**src/rtl/piso_tx_sched.sv**
```systemverilog
// Two-requester round-robin transmit scheduler feeding one LSB-first PISO lane.
// A word is loaded on the IDLE handshake, shifted out over WIDTH cycles, then padded by GAP idle cycles.
module piso_tx_sched #(
    parameter int WIDTH = 8,
    parameter int GAP   = 0
) (
    input  logic             clk,
    input  logic             reset,
    input  logic             req0_valid,
    input  logic [WIDTH-1:0] req0_data,
    output logic             req0_ready,
    input  logic             req1_valid,
    input  logic [WIDTH-1:0] req1_data,
    output logic             req1_ready,
    output logic             sdout,
    output logic             sframe,
    output logic             sowner,
    output logic             busy,
    output logic             done
);

    typedef enum logic [1:0] {
        S_IDLE,
        S_SHIFT,
        S_GAP
    } state_t;

    localparam logic [5:0] LAST_BIT = 6'(WIDTH - 1);
    localparam logic [5:0] LAST_GAP = (GAP > 0) ? 6'(GAP - 1) : 6'd0;

    state_t           r_state;
    logic [WIDTH-1:0] r_shreg;
    logic [5:0]       r_cnt;
    logic             r_lastGrant;
    logic             r_sframe;
    logic             r_sowner;
    logic             r_busy;
    logic             r_done;

    logic             w_idle;
    logic             w_grant0;
    logic             w_grant1;

    // A tie goes to whichever requester was not served last.
    assign w_idle   = (r_state == S_IDLE) && !reset;
    assign w_grant0 = w_idle && req0_valid && (!req1_valid || r_lastGrant);
    assign w_grant1 = w_idle && req1_valid && (!req0_valid || !r_lastGrant);

    assign req0_ready = w_grant0;
    assign req1_ready = w_grant1;

    // The register zero-fills, so its LSB is already 0 outside a frame.
    assign sdout  = r_sframe & r_shreg[0];
    assign sframe = r_sframe;
    assign sowner = r_sowner;
    assign busy   = r_busy;
    assign done   = r_done;

    always_ff @(posedge clk) begin
        if (reset) begin
            r_state     <= S_IDLE;
            r_shreg     <= '0;
            r_cnt       <= '0;
            r_lastGrant <= 1'b1;
            r_sframe    <= 1'b0;
            r_sowner    <= 1'b0;
            r_busy      <= 1'b0;
            r_done      <= 1'b0;
        end else begin
            case (r_state)
                S_IDLE: begin
                    if (w_grant0 || w_grant1) begin
                        r_shreg     <= w_grant0 ? req0_data : req1_data;
                        r_cnt       <= '0;
                        r_sowner    <= w_grant1;
                        r_lastGrant <= w_grant1;
                        r_sframe    <= 1'b1;
                        r_busy      <= 1'b1;
                        r_done      <= 1'b0;
                        r_state     <= S_SHIFT;
                    end
                end
                S_SHIFT: begin
                    r_shreg <= r_shreg >> 1;
                    if (r_cnt == LAST_BIT) begin
                        r_cnt    <= '0;
                        r_sframe <= 1'b0;
                        r_done   <= 1'b0;
                        if (GAP > 0) begin
                            r_state <= S_GAP;
                            r_busy  <= 1'b1;
                        end else begin
                            r_state <= S_IDLE;
                            r_busy  <= 1'b0;
                        end
                    end else begin
                        r_cnt  <= r_cnt + 6'd1;
                        r_done <= ((r_cnt + 6'd1) == LAST_BIT);
                    end
                end
                S_GAP: begin
                    if (r_cnt == LAST_GAP) begin
                        r_cnt   <= '0;
                        r_busy  <= 1'b0;
                        r_state <= S_IDLE;
                    end else begin
                        r_cnt <= r_cnt + 6'd1;
                    end
                end
                default: r_state <= S_IDLE;
            endcase
        end
    end

endmodule

```
**config.mk**
```make
export PLATFORM = sky130hd
export DESIGN_NAME = piso_tx_sched
export DESIGN_NICKNAME = d
export VERILOG_FILES = /design/src/rtl/piso_tx_sched.sv
export SDC_FILE = /design/constraint.sdc
export NUM_CORES = 1
export LEC_CHECK = 0
export BUFFER_PORTS_ARGS = -buffer_cell sky130_fd_sc_hd__buf_2
export CORE_MARGIN = 5
export CORE_UTILIZATION = 55
export DETAILED_ROUTE_END_ITERATION = 6
export GPL_ROUTABILITY_DRIVEN = 0
export PLACE_DENSITY = 0.91
export SKIP_CTS_REPAIR_TIMING = 1
export SYNTH_ARGS = -nofsm -noshare
export SYNTH_HDL_FRONTEND = slang
export SYNTH_SLANG_ARGS = --single-unit
```
**constraint.sdc**
```tcl
create_clock -name clk -period 3.3 [get_ports clk]
set_input_delay 0.66 -clock clk [delete_from_list [all_inputs] [get_ports clk]]
set_output_delay 0.66 -clock clk [all_outputs]
set_load 0.01 [all_outputs]
```
==> qor.csv, run 1 <==
metric,value,unit
maxCapViolCount,0,
worst_pin_slew,392,ps
crit_chain,buf_2 -> nor2_1 -> inv_1 -> nor2_1 -> buf_2,
async_flop_share,0,
htreeDepth,1,
slew_headroom,0.738,
finalClockSkew,2.78,ps
critPathRequiredTime,2640,ps
yosysSeqAreaShare,0.355,
grt-ovfl-total,0,
fmax,0.461,GHz
num_vias,987,
peakVddDrop,0.372,mV
ys_warn_count,0,
slowest_stage,nor2_1,
drive_gt1_frac,0.276,
clock-sinks,18,
row_count,15,
synth.net_count,147,
crit_fanout,18,
finalSetupTns,0,ps
finalNetCount,168,
cp_num_buf_inv,3,
clock_latency,290,ps
dr.pass1.iters,4,
slowest_delay,280,ps
fill_cells,152,
ctsLongestPathBuffers,2,
min_path_type,flip-flop to flip-flop,
cp.arrival,1510,ps
drtIter0Drc,29,
numCtsBuffers,3,
path_clk_slew,100,ps
die_area,2810,um^2
vias_per_cell,5.81,
drcViolationCount,0,
wl_per_cell,14.2,um
die_height,53.0,um
syn_inst,125,
syn_area,1020,um^2
outcome,"complete, no violations",
path_class,primary input to output port,
p_leak,0.467,nW
cts_tree,built,
grt_max_degree,29,
rsz0062_at_grt,no,
end_kind,output port,
setup_viol,0,
fin_crit_sh,0.657,
coreArea,1750,um^2
detail-route-antenna-nets,0,
synth_cell_types,41,
cp-start-kind,primary input,
ios,27,
avgSynthCellArea,8.13,um^2
area_delta_synth_final,14.0,%
die_w,53.0,um
num_antenna_cells,0,
grt_pass1_vias,903,
crit_family,buffers and inverters,
cellPowerDensity,394,nW/um^2
drt_wl_total,2420,um
synth-edff-count,0,
grt_pass1_wl,3930,um
synth-seq-cells,18,
report.final.slew_viol_count,0,
whs,473,ps
fin_crit,2170,ps
ys.flop_type,dfxtp_1,
cts-root-buf,clkbuf_4,
grt.total_usage,0.189,
initial_core_util,0.582,
port_buffers,26,
detailed_place_hpwl,1860,um
finalHoldViolCount,0,
antenna_found_initial,0,
## cell type report
| class | count | area (um^2) | area share |
|---|---|---|---|
| clock buffers | 4 | 36.3 | 0.0313 |
| multi-input cells | 91 | 574 | 0.496 |
| flip-flops and latches | 18 | 360 | 0.311 |
| repair buffers | 27 | 138 | 0.119 |
| well taps | 25 | 31.3 | 0.0270 |
| inverters | 5 | 18.8 | 0.0162 |
## state kept, by name (all words and copies together), names as in the netlist
| name | flops |
|---|---|
| done | 1 |
| r_cnt | 6 |
| r_lastGrant | 1 |
| r_shreg | 8 |
| r_state | 1 |
| sowner | 1 |
## worst register-to-register path, stage by stage (launching register included)
cell and delay [ps]:
dfxtp_1 420, ha_1 310, nand2_1 80, nor4_1 260
or3_1 170, a311oi_2 80
## metal layers
| metal | track usage | routed length [um] | share of wire |
|---|---|---|---|
| met4 | 0.0596 | 36 | 0.015 |
| met3 | 0.0620 | 150 | 0.062 |
| met1 | 0.249 | 1100 | 0.46 |
| met5 | 0 | 0 | 0 |
| met2 | 0.289 | 1130 | 0.47 |
## worst paths after layout
check             slack (ps)  startpoint  depth (start not counted)          to
hold / removal           470  r_shreg[6]                          2  r_shreg[5]
setup reg to reg        1850    r_cnt[1]                          5    r_cnt[3]
setup / recovery        1130       reset                          5  req0_ready
hold reg to reg          470  r_shreg[6]                          2  r_shreg[5]
## per-stage QoR
stage / area, um^2 / power [mW] / std cells / util / setup slack, ps
2_1_floorplan: 1020 / 0.302 / 125 / - / 1310
3_3_place_gp: 1120 / 0.321 / 166 / 0.643 / 1190
3_5_place_dp: 1120 / 0.325 / 166 / 0.643 / 1150
4_1_cts: 1160 / 0.460 / 170 / 0.664 / 1150
5_1_grt: 1160 / 0.483 / 170 / 0.664 / 1040
6_report: 1160 / 0.456 / 170 / 0.664 / 1130
## cells in the final DEF, fill, tap and decap left out, drive strengths merged, types with 2 or more instances in the layout
cell type   n
nand2      11
buf        27
nor3        9
nand3       5
nor2       14
inv         5
a211oi      3
ha          2
dfxtp      18
o221ai      4
clkbuf      4
a22oi       3
a21oi      14
a32oi       3
o21ai       4
## synthesized netlist by cell type (3+ instances only)
master	number	share of area
a21oi_1	13	0.064
a22oi_1	3	0.022
a32oi_1	3	0.026
clkbuf_1	6	0.022
dfxtp_1	18	0.35
inv_1	5	0.018
nand2_1	11	0.041
nand3_1	3	0.015
nor2_1	14	0.052
nor3_1	8	0.039
o21ai_0	3	0.015
o221ai_1	4	0.034
## power breakdown
group | switching (mW) | internal, mW
clock | 0.0678 | 0.0673
combinational | 0.0441 | 0.0341
sequential | 0.0131 | 0.230
total | 0.125 | 0.331
## cell families (layout without fill, tap and decap cells)
logic type / after synthesis / after routing / synth area share
buffers and inverters: 16 / 36 / 0.0801
AOI/OAI and AO/OA: 37 / 37 / 0.267
muxes: 2 / 2 / 0.0209
DFF: 18 / 18 / 0.355
and+or+nand+nor: 48 / 48 / 0.235
adders and majority gates: 2 / 2 / 0.0246
xor gates and xnor gates: 2 / 2 / 0.0172
Note: power is estimated with default switching activity, not from simulation.
==> inputs of run 2 (changes only) <==
--- a/config.mk
+++ b/config.mk
@@ -7,10 +7,10 @@
 export LEC_CHECK = 0
 export BUFFER_PORTS_ARGS = -buffer_cell sky130_fd_sc_hd__buf_2
 export CORE_MARGIN = 5
-export CORE_UTILIZATION = 55
+export CORE_UTILIZATION = 51
 export DETAILED_ROUTE_END_ITERATION = 6
 export GPL_ROUTABILITY_DRIVEN = 0
-export PLACE_DENSITY = 0.91
+export PLACE_DENSITY = 0.86
 export SKIP_CTS_REPAIR_TIMING = 1
 export SYNTH_ARGS = -nofsm -noshare
 export SYNTH_HDL_FRONTEND = slang
==> constraint.sdc (replaced) <==
create_clock -name clk -period 2 [get_ports clk]
set_input_delay 0.4 -clock clk [delete_from_list [all_inputs] [get_ports clk]]
set_output_delay 0.4 -clock clk [all_outputs]
set_load 0.01 [all_outputs]
==> run 2 against run 1 <==
Effect of this change: via count is 1.7% higher; global-route usage grew 0.37 points; clock-buffer cell count stayed put; critical path type is now flip-flop to output port; die area is 6.3% higher; setup slack got worse by 950 ps; non-clock buffer count rose by 1; cell count grew 1.8%; first-iteration DRC count increased by 10%; core utilization shrank 5.6 points; clock skew fell by 1.6 ps; largest power group unchanged.
==> qor.csv, run 2 (synthesis results as in run 1) <==
metric,value,unit
wl_per_cell,14.5,um
top_regs,"r_shreg: 8 flops, r_cnt: 6 flops",
finalClockSkew,1.13,ps
drt_wl_total,2500,um
largest_reg_flops,8,
report.final.slew_viol_count,0,
slew_headroom,0.736,
r2r_slack,530,ps
finalNetCount,169,
fmax,0.551,GHz
power,0.754,mW
drtIter0Drc,32,
cts-root-buf,clkbuf_4,
end_kind,output port,
detail-route-antenna-nets,0,
port_buffers,26,
clock_latency,290,ps
num_antenna_cells,0,
cp-start-kind,flip-flop,
die_height,54.6,um
clock-sinks,18,
finalNonFillerCells,173,
htreeDepth,1,
grt.total_usage,0.193,
ctsLongestPathBuffers,2,
die_w,54.6,um
row_count,16,
rsz0062_at_grt,no,
whs,404,ps
area_delta_synth_final,15.0,%
whs_path_depth,3,
hp-start,req1_data[4],
r2r_cells,5,
final_common_cell,buf_2,
grt-ovfl-total,0,
r2r_end,r_cnt[3],
fin_crit,1810,ps
ios,27,
layout_common_cells,"buf_2, dfxtp_1, nor2_1",
grt_max_degree,19,
pre_cts_slack,317,ps
min_to,r_shreg[4],
cellPowerDensity,645,nW/um^2
dr.pass1.iters,4,
initial_core_util,0.529,
maxCapViolCount,0,
p_leak,0.472,nW
finalSetupTns,0,ps
peakVddDrop,0.484,mV
path_clk_slew,100,ps
outcome,"complete, no violations",
grt_pass1_vias,924,
worst_pin_slew,393,ps
fin_crit_sh,0.907,
drive_gt1_frac,0.281,
setup_viol,0,
numCtsBuffers,3,
min_path_type,primary input to flip-flop,
drcViolationCount,0,
r2r_start,r_cnt[1],
crit_fanout,10,
grt_pass1_wl,4110,um
detailed_place_hpwl,1920,um
die_area,2980,um^2
cts_tree,built,
antenna_found_initial,0,
critPathRequiredTime,1600,ps
largest-register,r_shreg,
vias_per_cell,5.80,
path_class,flip-flop to output port,
num_vias,1004,
fin_ws,186,ps
dp.cells,169,
finalHoldViolCount,0,
coreArea,1920,um^2
cp.arrival,1410,ps
## run 2: cell count changes in the layout (fill, tap and decap cells not counted)
cell / before / now
buf_4: 1 / 2
## run 2: layout make-up
cell class                      count  area, um^2
Clock buffer                        4        36.3
Fill cell                         186         753
Inverter                            5        18.8
Multi-Input combinational cell     91         574
Timing Repair Buffer               28         145
Sequential cell                    18         360
Tap cell                           27        33.8
## run 2: power by group
part	total (mW)	switching (mW)	internal [mW]
logic	0.133	0.0753	0.0579
clock network	0.220	0.109	0.111
registers	0.400	0.0214	0.379
## run 2: worst max path at each step
stage               startpoint    endpoint  slack (ps)  cells after the start
floorplan                reset  req0_ready         530                      4
global placement    req1_valid  req1_ready         390                      4
detailed placement       reset  req0_ready         320                      5
CTS                 r_state[0]  req0_ready         180                      4
global route        r_state[0]  req0_ready          90                      4
finish              r_state[0]  req0_ready         190                      4
## run 2: through the flow
step | util | instance area, um^2
after floorplan | - | 1020
after global routing | 0.608 | 1170
final | 0.608 | 1170
after global placement | 0.589 | 1130
after detailed placement | 0.589 | 1130
after CTS | 0.608 | 1170
## run 2: layer usage
layer  track usage  share of wire  routed length [um]  vias up
met3        0.0654          0.061                 152        5
met1         0.246           0.43                1080      472
met4        0.0456         0.0068                  17        0
li1              -              -                   -      492
met2         0.309           0.50                1260       35
met5             0              0                   0        -
## run 2: worst max-delay path, cell delays in order (launching register included)
cell and delay [ps]:
dfxtp_1 430, nor2_1 310, inv_1 100, nor2_1 130, buf_2 140
